### config.mk
export PLATFORM = sky130hd
export DESIGN_NAME = opb_register_bank
export DESIGN_NICKNAME = d
export VERILOG_FILES = /design/src/rtl/opb_register_pkg.sv /design/src/rtl/opb_be_merge.sv /design/src/rtl/opb_register_bank.sv
export SDC_FILE = /design/constraint.sdc
export NUM_CORES = 1
export LEC_CHECK = 0
export ABC_CLOCK_PERIOD_IN_PS = 4000
export CAP_MARGIN = 20
export CORE_ASPECT_RATIO = 0.5
export CORE_MARGIN = 2
export CORE_UTILIZATION = 37
export CTS_CLUSTER_SIZE = 25
export DETAILED_ROUTE_END_ITERATION = 10
export PLACE_DENSITY = 0.67
export SETUP_SLACK_MARGIN = 0.3
export SYNTH_ARGS = -nofsm -noshare
export SYNTH_HDL_FRONTEND = slang
export SYNTH_SLANG_ARGS = --single-unit
### constraint.sdc
create_clock -name OPB_Clk -period 4 [get_ports OPB_Clk]
set_clock_uncertainty 0.1 [all_clocks]
set_input_delay 0.8 -clock OPB_Clk [delete_from_list [all_inputs] [get_ports OPB_Clk]]
set_output_delay 0.8 -clock OPB_Clk [all_outputs]
set_load 0.02 [all_outputs]
### src/rtl/opb_register_pkg.sv
// Shared constants for the OPB register bank.
// Contents:
//   N_REGS_MAX      - largest legal number of user registers
//   CTRL_* indices  - bit positions inside the CTRL word
//   ctrl_offset()   - word offset of CTRL, which sits directly after the user registers
package opb_register_pkg;

   localparam int N_REGS_MAX      = 16;

   // The commit bit (write side) and the shadow-mode flag (read side) share bit 0.
   localparam int CTRL_COMMIT_BIT = 0;
   localparam int CTRL_SHADOW_BIT = 0;
   localparam int CTRL_DIRTY_BIT  = 1;

   function automatic logic [31:0] ctrl_offset(input int n_regs);
      return 32'(n_regs);
   endfunction

endpackage

### src/rtl/opb_be_merge.sv
// Byte-enable merge for one OPB write path.
// Ports:
//   old_i    - current 32-bit target value (bit 31 = MSB)
//   dbus_i   - OPB write data, ascending numbering (bit 0 = MSB)
//   be_i     - OPB byte enables, be_i[0] selects the most significant byte
//   merged_o - old_i with the enabled byte lanes replaced by write data
module opb_be_merge (
   input  logic [31:0] old_i,
   input  logic [0:31] dbus_i,
   input  logic [0:3]  be_i,
   output logic [31:0] merged_o
);

   logic [31:0] wdata;

   // Copying the ascending bus into a descending vector maps OPB bit 0 onto bit 31.
   assign wdata = dbus_i;

   always_comb begin
      merged_o = old_i;
      for (int j = 0; j < 4; j++) begin
         if (be_i[j]) begin
            merged_o[31-8*j -: 8] = wdata[31-8*j -: 8];
         end
      end
   end

endmodule

### src/rtl/opb_register_bank.sv
// OPB slave register bank with optional shadow-and-commit update.
// Ports:
//   OPB_Clk, OPB_Rst          - clock, synchronous active-high reset
//   OPB_ABus/BE/DBus/RNW/...  - OPB master request (OPB_seqAddr is not used)
//   Sl_DBus, Sl_xferAck       - registered read data and one-cycle acknowledge
//   Sl_errAck/retry/toutSup   - tied low
//   user_data_out             - register k on bits [32k+31:32k]
//   user_data_valid           - bit k pulses for one cycle when slice k changes
// Word map: 0..N_REGS-1 user registers, N_REGS = CTRL, anything else reads 0.
module opb_register_bank
   import opb_register_pkg::*;
#(
   parameter logic [31:0] C_BASEADDR   = 32'h0000_0000,
   parameter logic [31:0] C_HIGHADDR   = 32'h0000_FFFF,
   parameter int          C_OPB_AWIDTH = 32,
   parameter int          C_OPB_DWIDTH = 32,
   parameter              C_FAMILY     = "default",
   parameter int          N_REGS       = 4,
   parameter int          SHADOW_MODE  = 0
) (
   input  logic                   OPB_Clk,
   input  logic                   OPB_Rst,
   input  logic [0:31]            OPB_ABus,
   input  logic [0:3]             OPB_BE,
   input  logic [0:31]            OPB_DBus,
   input  logic                   OPB_RNW,
   input  logic                   OPB_select,
   input  logic                   OPB_seqAddr,
   output logic [0:31]            Sl_DBus,
   output logic                   Sl_xferAck,
   output logic                   Sl_errAck,
   output logic                   Sl_retry,
   output logic                   Sl_toutSup,
   output logic [N_REGS*32-1:0]   user_data_out,
   output logic [N_REGS-1:0]      user_data_valid
);

   if (N_REGS < 1 || N_REGS > N_REGS_MAX) begin : g_bad_n_regs
      $error("opb_register_bank: N_REGS out of range");
   end

   localparam logic SHADOW = (SHADOW_MODE != 0);

   logic [31:0]       out_q   [N_REGS];
   logic [31:0]       out_d   [N_REGS];
   logic [31:0]       shd_q   [N_REGS];
   logic [31:0]       shd_d   [N_REGS];
   logic [N_REGS-1:0] dirty_q, dirty_d;
   logic [N_REGS-1:0] valid_q, valid_d;
   logic              ack_q, ack_d;
   logic [31:0]       rdata_q, rdata_d;

   logic [31:0]       abus, offs, w;
   logic              match, accept, is_ctrl;
   logic [N_REGS-1:0] user_hit;
   logic [31:0]       old_val, ctrl_rd, merged;
   logic              unused_sig;

   assign abus    = OPB_ABus;
   assign offs    = abus - C_BASEADDR;
   assign w       = {2'b00, offs[31:2]};
   assign match   = (abus >= C_BASEADDR) && (abus <= C_HIGHADDR);
   // Blocking on ack_q keeps a held select from being accepted twice back to back.
   assign accept  = match && OPB_select && !ack_q;
   assign is_ctrl = (w == ctrl_offset(N_REGS));

   assign unused_sig = ^{OPB_seqAddr, offs[1:0]};

   // Value of the addressed user register as seen by the bus; 0 for non-user offsets,
   // which also makes CTRL writes merge against zero.
   always_comb begin
      old_val  = '0;
      user_hit = '0;
      for (int k = 0; k < N_REGS; k++) begin
         if (w == 32'(k)) begin
            user_hit[k] = 1'b1;
            old_val     = SHADOW ? shd_q[k] : out_q[k];
         end
      end
   end

   always_comb begin
      ctrl_rd                 = '0;
      ctrl_rd[CTRL_SHADOW_BIT] = SHADOW;
      ctrl_rd[CTRL_DIRTY_BIT]  = |dirty_q;
   end

   opb_be_merge u_be_merge (
      .old_i    (old_val),
      .dbus_i   (OPB_DBus),
      .be_i     (OPB_BE),
      .merged_o (merged)
   );

   always_comb begin
      out_d   = out_q;
      shd_d   = shd_q;
      dirty_d = dirty_q;
      valid_d = '0;
      ack_d   = accept;
      rdata_d = '0;
      if (accept) begin
         if (OPB_RNW) begin
            rdata_d = is_ctrl ? ctrl_rd : old_val;
         end else if (|OPB_BE) begin
            for (int k = 0; k < N_REGS; k++) begin
               if (user_hit[k]) begin
                  if (SHADOW) begin
                     shd_d[k]   = merged;
                     dirty_d[k] = 1'b1;
                  end else begin
                     out_d[k]   = merged;
                     valid_d[k] = 1'b1;
                  end
               end
            end
            // Clean shadows already equal their outputs, so copying all of them is safe.
            if (SHADOW && is_ctrl && merged[CTRL_COMMIT_BIT] && (|dirty_q)) begin
               for (int k = 0; k < N_REGS; k++) begin
                  out_d[k] = shd_q[k];
               end
               valid_d = dirty_q;
               dirty_d = '0;
            end
         end
      end
   end

   always_ff @(posedge OPB_Clk) begin
      if (OPB_Rst) begin
         for (int k = 0; k < N_REGS; k++) begin
            out_q[k] <= '0;
            shd_q[k] <= '0;
         end
         dirty_q <= '0;
         valid_q <= '0;
         ack_q   <= 1'b0;
         rdata_q <= '0;
      end else begin
         out_q   <= out_d;
         shd_q   <= shd_d;
         dirty_q <= dirty_d;
         valid_q <= valid_d;
         ack_q   <= ack_d;
         rdata_q <= rdata_d;
      end
   end

   for (genvar k = 0; k < N_REGS; k++) begin : g_out
      assign user_data_out[32*k +: 32] = out_q[k];
   end

   assign user_data_valid = valid_q;
   assign Sl_xferAck      = ack_q;
   assign Sl_DBus         = rdata_q;
   assign Sl_errAck       = 1'b0;
   assign Sl_retry        = 1'b0;
   assign Sl_toutSup      = 1'b0;

endmodule

==> results of run 1 <==
-- cells by family (layout without fill, tap and decap cells) --
kind of cell           count (synthesis)  in the layout  synth area share
AOI/OAI and AO/OA                    233            233             0.266
buffers and inverters                115            338            0.0664
DFF                                  165            165             0.463
other                                  1              3          0.000525
and+or+nand+nor                      258            258             0.204
-- flip-flops by register name (all words and copies together) (netlist names) --
name             cells
Sl_DBus             32
Sl_xferAck           1
user_data_out      128
user_data_valid      4
-- worst max-delay path: stages --
cell and delay [ns]:
clkdlybuf4s50_1 0.42, nor4_1 0.50, buf_4 0.22, nand4_1 0.34
nor2_4 0.52, a31oi_1 0.45, o2bb2ai_1 0.25
-- layer usage --
metal,wire length (um),vias up
li1,-,3361
met1,12200,3560
met2,12300,368
met3,2210,45
met4,566,0
met5,0,-
-- final cells by class --
| class | instances | area (sq um) |
|---|---|---|
| well taps | 259 | 324 |
| repair buffers | 269 | 2610 |
| fillers | 1695 | 8240 |
| multi-input cells | 494 | 3450 |
| clock inverters | 14 | 153 |
| clock buffers | 18 | 439 |
| flip-flops and latches | 165 | 3300 |
| inverters | 37 | 139 |
-- power by group through the flow --
| stage | registers [uW] | logic [uW] | clock network, uW |
|---|---|---|---|
| 3_3_place_gp | 1680 | 267 | 0 |
| 6_report | 1640 | 280 | 1660 |
| 5_1_grt | 1640 | 296 | 1750 |
| 4_1_cts | 1640 | 271 | 1680 |
| 3_5_place_dp | 1680 | 270 | 0 |
| 2_1_floorplan | 1680 | 144 | 0 |
-- placed cells by master, fill, tap and decap left out, drive strengths merged, types with 33 or more instances in the layout --
cell type	instances
inv	40
nor3	38
a21oi	33
nor4	39
buf	39
nor4b	33
nor2	101
dfxtp	165
o2bb2ai	128
clkdlybuf4s50	230
-- Yosys cell counts, types with 2 or more instances --
cell and instances:
buf_4 3, buf_1 7, nand4b_1 2, nand2b_1 2, nand3_1 2, nor3_2 3, and2_1 32, a211oi_1 32
dfxtp_1 165, nor4_1 36, buf_2 7, inv_1 37, buf_6 3, nor4b_1 33, o2bb2ai_1 128, o32a_1 32
nand4_1 2, a21oi_1 33, nor3_1 35, nor4_2 2, clkbuf_1 58, nor2_1 100, a31oi_1 6
-- path summary, 6_finish.rpt --
kind,endpoint,start,slack (ns),depth (start not counted)
setup / recovery,user_data_out[104],OPB_ABus[14],0.71,7
hold / removal,user_data_out[25],user_data_out[25],0.39,1
setup reg to reg,user_data_out[19],Sl_xferAck,1.40,6
hold reg to reg,user_data_out[25],user_data_out[25],0.39,1
-- stage by stage --
| step | area (sq um) | utilization |
|---|---|---|
| after global routing | 10400 | 0.558 |
| after global placement | 9800 | 0.525 |
| after detailed placement | 9800 | 0.525 |
| final | 10400 | 0.558 |
| after CTS | 10400 | 0.557 |
| after floorplan | 7150 | - |
==> impl_results.md, run 1 <==
- Crit path DAT: 3.50 ns
- Clock sink total: 165
- Post-synth cell types: 35
- Share of layout cells above drive strength 1: 0.0863
- Fmax: roughly 300 MHz
- Worst slack, placed: between 0.3 and 0.4 ns
- DR vias/cell: about 6
- Placed Instances: 1223
- Setup bufs post-CTS: 0
- Final hold viol count: 0
- FP Rows: 35
- Critical path launch point type: input port
- Post-synth EDFFs: 0
- Routed via count: 7334
- Worst skew pair latency: ~0.43 ns
- CTS buffer count: 17
- Initial cell density of the core: 0.383
- Post-route setup slack: about 0.7 ns
- Synth-to-Final Area Change: 45.9%
- Post-synthesis cell count: about 770
- Top Ports: 241
- Mapped Area: ~7100 sq um
- Setup violators final: 0
- Hold slack: slightly below 0.4 ns
- Switching power: ~900 uW
- CP required: 4.21 ns
- Die area: around 20000 sq um
- RSZ-0062 raised after global routing: false
- Largest net degree at the start of global routing: 65
- Final nets: approximately 1100
- Post-CTS Resized: 0
- Pwr/cell area: 344 nW/um^2
- Status: finished, final reports clean
- Post-route insts no fill: roughly 1300
- Max-Cap Viols: 0
- Fin. max-slew vios: 0
- Flop pwr share: 0.458
- Headroom to the max-slew limit: 0.319
- Period utilisation layout: 0.823
- Async set or reset register ratio after synthesis: 0
- Met2 Use GR: 0.412
- DRC violation count after routing: 0
- Comb power frac: 0.078
- CP max FO: 14
- GP Congestion: 0.859
- Post-synth top area share: 0.463
- Vias in the first global route: between 7000 and 8000
- Grt met3 use: 0.0561
- DP Wirelength: about 18000 um
- Die height: around 100 um
- Final setup TNS: 0 ns
- First-pass DRT Iterations: 5
- Worst-path clk slew: around 0.07 ns
- Max Root-Sink Buffers: 2
- Most Crowded Layer GR: met2
- Routed WL: 27300 um
- Maximum VDD drop: ~0.00030 V
- H-tree depth: 4
- Core area: 18700 sq um
- First-pass GRT wire length: 41900 um
- GRT Resource Usage Total: 0.263
- Clock Power Share: 0.464
- Synth top area cells: dfxtp_1 (46%), o2bb2ai_1 (16%), nor2_1 (5.3%)
- Pwr Total: about 3600 uW
- Clk root buf: clkbuf_16
- Post-layout min period: 3.29 ns
- Cell-internal power: between 2000 and 3000 uW
- Number of antenna diodes: 0
- Initial antenna violation count: 0
- DRT antenna net count: 0
- Hold crit path type: flop to flop
- CP Capture Type: flop
- Slew @ Worst Pin: 1.02 ns
- Ys flop type: dfxtp_1
- Switch share: 0.244
- Leakage power: around 0.0032 uW
- # port buffers: around 230
- WS Path Type: input port to flop
- Average size of a mapped cell: ~9 sq um
- CTS tree: done
- GR Overflow Total: 0
- Cell taking the most area after synthesis: dfxtp_1
- Met1 usage: 0.360
- Die W: between 200 and 250 um
- Avg WL per Cell: about 22 um
- 1st-iter DRT viols: roughly 430
- Yosys warns: 0
- Post-synthesis sequential area ratio: 0.463
- #FFs+latches synth: around 170
- Cts hold-fix bufs: 0
(Power assumes the default switching activity.)
==> inputs of run 2 (changes only) <==
- ABC_CLOCK_PERIOD_IN_PS: 4000 -> 3400
- clock period: 4 -> 3.4 ns (I/O delays scaled with it)
==> run 2 against run 1 <==
Net effect:
- flip-flop and latch count did not move
- final cell count rose by 1.1%
- clock power rose by 13%
- largest power group is now sequential cells
==> impl_results.md, run 2 (synthesized netlist as in run 1, its figures left out) <==
- Most frequent cells in the layout: clkdlybuf4s50_1 (230), dfxtp_1 (165), o2bb2ai_1 (128)
- FP Rows: 35
- Max-Cap Viols: 0
- Max Root-Sink Buffers: 2
- Post-layout min period: approximately 2.8 ns
- CP required: 3.61 ns
- Setup bufs post-CTS: 0
- Critical-path cell list: clkdlybuf4s50_1 > nor4_1 > nand4_1 > nor2_4 > a31oi_1 > o2bb2ai_1
- DRC violation count after routing: 0
- Die area: between 20000 and 25000 sq um
- WS Path Type: input port to flop
- CTS buffer count: 17
- Commonest non-fill, non-tap cell in the layout: clkdlybuf4s50_1
- Hold crit path type: flop to flop
- Fmax: approximately 360 MHz
- RSZ-0062 raised after global routing: false
- Die W: between 200 and 250 um
- Top Ports: about 240
- Leakage power: around 0.0033 uW
- Slew @ Worst Pin: around 1.0 ns
- Post-CTS Resized: 0
- # port buffers: approximately 230
- GRT Resource Usage Total: 0.261
- HP Start: user_data_out[10]
- CP Capture Type: flop
- Maximum VDD drop: 0.000369 V
- R2r startpoint: Sl_xferAck
- Share of layout cells above drive strength 1: 0.0970
- Largest net degree at the start of global routing: 41
- Status: finished, final reports clean
- Pwr/cell area: 394 nW/um^2
- Die height: slightly above 100 um
- Hold slack: approximately 0.38 ns
- Synth-to-Final Area Change: 47.1%
- DR vias/cell: around 5.7
- Setup violators final: 0
- First-pass GRT wire length: between 40000 and 50000 um
- Initial antenna violation count: 0
- Cts hold-fix bufs: 0
- Routed via count: ~7300
- DRT antenna net count: 0
- Initial cell density of the core: 0.383
- Routed WL: 27100 um
- Clk root buf: clkbuf_16
- Critical path launch point type: input port
- Crit-path slowest cell: nor4_1
- First-pass DRT Iterations: 5
- Worst-path clk slew: about 0.060 ns
- GR Overflow Total: 0
- Core area: ~19000 sq um
- Avg WL per Cell: 21.3 um
- DP Wirelength: between 15000 and 20000 um
- Final hold viol count: 0
- CP max FO: 8
- Final nets: approximately 1100
- Vias in the first global route: 6986
- GP Congestion: 0.845
- H-tree depth: 4
- Clock sink total: 165
- Period utilisation layout: 0.818
- CTS tree: done
- Fin. max-slew vios: 0
- Headroom to the max-slew limit: 0.328
- 1st-iter DRT viols: just over 500
- Worst Setup SP: OPB_ABus[16]
- Max reg flops: between 100 and 150
- Worst skew pair latency: ~0.43 ns
- CP max stage delay: about 0.57 ns
- Final setup TNS: 0 ns
- Crit path DAT: between 2 and 3 ns
==> run 2: changes by cell type in the layout (fill, tap and decap cells not counted) <==
cell,change
buf_4,+12
inv_6,-1
clkinv_2,-2
clkbuf_1,+1
clkinvlp_4,+3
buf_12,+1
bufinv_16,-1
diode_2,+1
==> run 2: critical path, delay by kind of cell <==
kind	cells	cell delay, ns
AND/OR/NAND/NOR	3	1.28
AO/OA/AOI/OAI	2	0.63
buffers and inverters	1	0.40
==> run 2: routing by layer <==
layer | track usage | vias up | share of wire
met2 | 0.406 | 305 | 0.45
li1 | - | 3389 | -
met3 | 0.0571 | 40 | 0.073
met1 | 0.364 | 3545 | 0.46
met5 | 0 | - | 0
met4 | 0.0809 | 0 | 0.017
==> run 2: area by class of cell <==
class                           count  area, sq um
Inverter                           37          139
Sequential cell                   165         3300
Antenna cell                        1         2.50
Clock inverter                     13          126
Fill cell                        1711         8150
Tap cell                          259          324
Timing Repair Buffer              282         2720
Clock buffer                       19          443
Multi-Input combinational cell    494         3450
==> run 2: path summary, 6_finish.rpt <==
path                         to  slack [ns]  cells after the start
max           user_data_out[97]        0.62                      6
min           user_data_out[10]        0.38                      1
max reg2reg  user_data_out[125]        1.19                      6
min reg2reg   user_data_out[10]        0.38                      1
==> run 2: through the flow <==
stage	instance area, sq um	util	std cells	setup slack (ns)	total power, uW
after CTS	10500	0.563	1269	0.675	4150
after global routing	10500	0.563	1269	0.345	4260
after floorplan	7150	-	774	0.956	2150
final	10500	0.563	1270	0.618	4140
after global placement	9930	0.532	1237	0.246	2300
after detailed placement	9930	0.532	1237	0.214	2300
==> run 2: power breakdown <==
part / switching [uW] / total [uW] / internal (uW)
clock: 839 / 1870 / 1040
combinational: 181 / 332 / 151
sequential: 0.0000813 / 1930 / 1930
total: 1020 / 4140 / 3120
==> inputs of run 3 (changes only) <==
- ABC_CLOCK_PERIOD_IN_PS: 3400 -> 2750
- clock period: 3.4 -> 2.75 ns (I/O delays scaled with it)
==> run 3 against run 2 <==
Net effect:
- final cell count rose by 2.4%
- routed wire length rose by 2.6%
- die area did not move
- register-to-register slack got worse by 0.58 ns
- non-clock buffer count rose by 32
- design area rose by 5.8%
- count of clock-buffer cells in the layout did not move
- critical path depth rose by 1
- worst hold slack got worse by 0.0020 ns
- sequential power rose by 24%
- global-route usage rose by 0.51 points
- total power rose by 27%
- critical path type unchanged
==> impl_results.md, run 3 (synthesized netlist as in run 1, its figures left out) <==
- Flop pwr share: 0.454
- Number of antenna diodes: 0
- CP Capture Type: flop
- First-pass GRT wire length: ~42000 um
- Pwr Total: between 5000 and 6000 uW
- Switch share: 0.244
- Final nets: about 1100
- Period utilisation layout: 0.877
- GP Congestion: approximately 0.86
- Vias in the first global route: roughly 7400
- Clk root buf: clkbuf_16
- CP max FO: 12
- GR Overflow Total: 0
- Switching power: 1290 uW
- Maximum VDD drop: 0.000428 V
- Slew @ Worst Pin: 0.543 ns
- CP required: around 3.0 ns
- Share of layout cells above drive strength 1: 0.149
- Final setup TNS: 0 ns
- Clock Power Share: 0.460
- Synth-to-Final Area Change: 55.6%
- Die W: ~200 um
- Post-layout min period: roughly 2.4 ns
- H-tree depth: 4
- Hold crit path type: flop to flop
- DP Wirelength: around 19000 um
- First-pass DRT Iterations: 5
- Commonest non-fill, non-tap cell in the layout: clkdlybuf4s50_1
- Comb power frac: 0.086
- Fin. max-slew vios: 0
- Max Root-Sink Buffers: 2
- 1st-iter DRT viols: a little under 700
- WS Path Type: input port to flop
- Worst skew pair latency: roughly 0.43 ns
- Routed via count: about 7500
- Status: finished, final reports clean
- # port buffers: approximately 230
- Headroom to the max-slew limit: 0.633
- Pwr/cell area: roughly 470 nW/um^2
- Crit path DAT: approximately 2.7 ns
- Worst-path clk slew: ~0.060 ns
- Fmax: 414 MHz
- Fillers: 1628
- Most frequent cells in the layout: clkdlybuf4s50_1 (229), dfxtp_1 (165), o2bb2ai_1 (126)
- Core area: 18700 sq um
- Avg WL per Cell: between 20 and 25 um
- Clock sink total: ~170
- Final hold viol count: 0
- Cell-internal power: roughly 4000 uW
- Die area: 20500 sq um
- Top Ports: between 200 and 250
- CTS tree: done
- RSZ-0062 raised after global routing: true
- Max reg flops: ~130
- Setup slack, reg-to-reg: approximately 0.6 ns
- DR vias/cell: slightly below 6
- Max-Cap Viols: 0
- Initial cell density of the core: 0.383
- FP Rows: 35
- Largest net degree at the start of global routing: 35
- Leakage power: around 0.0035 uW
- Die height: 102 um
- Initial antenna violation count: 0
- Setup violators final: 0
- Routed WL: ~28000 um
- GRT Resource Usage Total: 0.266
- CTS buffer count: 17
- DRC violation count after routing: 0
- Critical path launch point type: input port
- DRT antenna net count: 0
[run 3: worst max-delay path: stages]
cell	delay [ns]
clkdlybuf4s50_1	0.45
nor4_4	0.32
nand2_2	0.10
or4_4	0.53
or3_4	0.37
buf_6	0.17
o2bb2ai_1	0.16
[run 3: per-stage QoR]
stage / cell area (sq um) / hold WS [ns] / cells / utilization / worst slack (ns)
5_1_grt: 11100 / 0.400 / 1301 / 0.596 / 0.267
3_5_place_dp: 10300 / 0.368 / 1267 / 0.553 / -0.275
2_1_floorplan: 7150 / 0.457 / 774 / - / 0.436
6_report: 11100 / 0.381 / 1301 / 0.596 / 0.337
3_3_place_gp: 10300 / 0.372 / 1267 / 0.553 / -0.266
4_1_cts: 11000 / 0.386 / 1300 / 0.587 / 0.285
[run 3: repair_timing]
| item | 4_1_cts | 5_1_grt |
|---|---|---|
| setup buffers | 1 | 1 |
| hold endpoints to repair | 0 | 0 |
| hold buffers | 0 | 0 |
| setup endpoints to repair | 128 | 129 |
| gates cloned | 0 | 0 |
| resized for setup | 6 | 26 |
| pin swaps | 1 | 6 |
[run 3: final cells by class]
type	count	area (sq um)	area share
tap	259	324	0.0292
clock buffer	19	443	0.0399
multi-input combinational	494	3610	0.325
clock inverter	13	149	0.0134
timing repair buffer	314	3140	0.283
inverter	37	139	0.0125
sequential	165	3300	0.297
[run 3: power by group through the flow]
stage | clock (uW) | combinational [uW] | sequential, uW
final | 2420 | 450 | 2390
after floorplan | 0 | 210 | 2440
after detailed placement | 0 | 429 | 2440
after global placement | 0 | 425 | 2440
after CTS | 2430 | 434 | 2390
after global routing | 2540 | 477 | 2390
[run 3: routing by layer]
layer,vias up,part of all wire,track usage
met5,-,0,0
met4,0,0.025,0.111
met3,54,0.070,0.0469
met2,333,0.45,0.417
met1,3684,0.45,0.366
li1,3449,-,-
[run 3: path summary, 6_finish.rpt]
| kind | startpoint | cells after the start | to |
|---|---|---|---|
| hold reg to reg | user_data_out[38] | 1 | user_data_out[38] |
| setup reg to reg | Sl_xferAck | 6 | user_data_out[117] |
| setup / recovery | OPB_ABus[3] | 7 | user_data_out[117] |
| hold / removal | user_data_out[38] | 1 | user_data_out[38] |
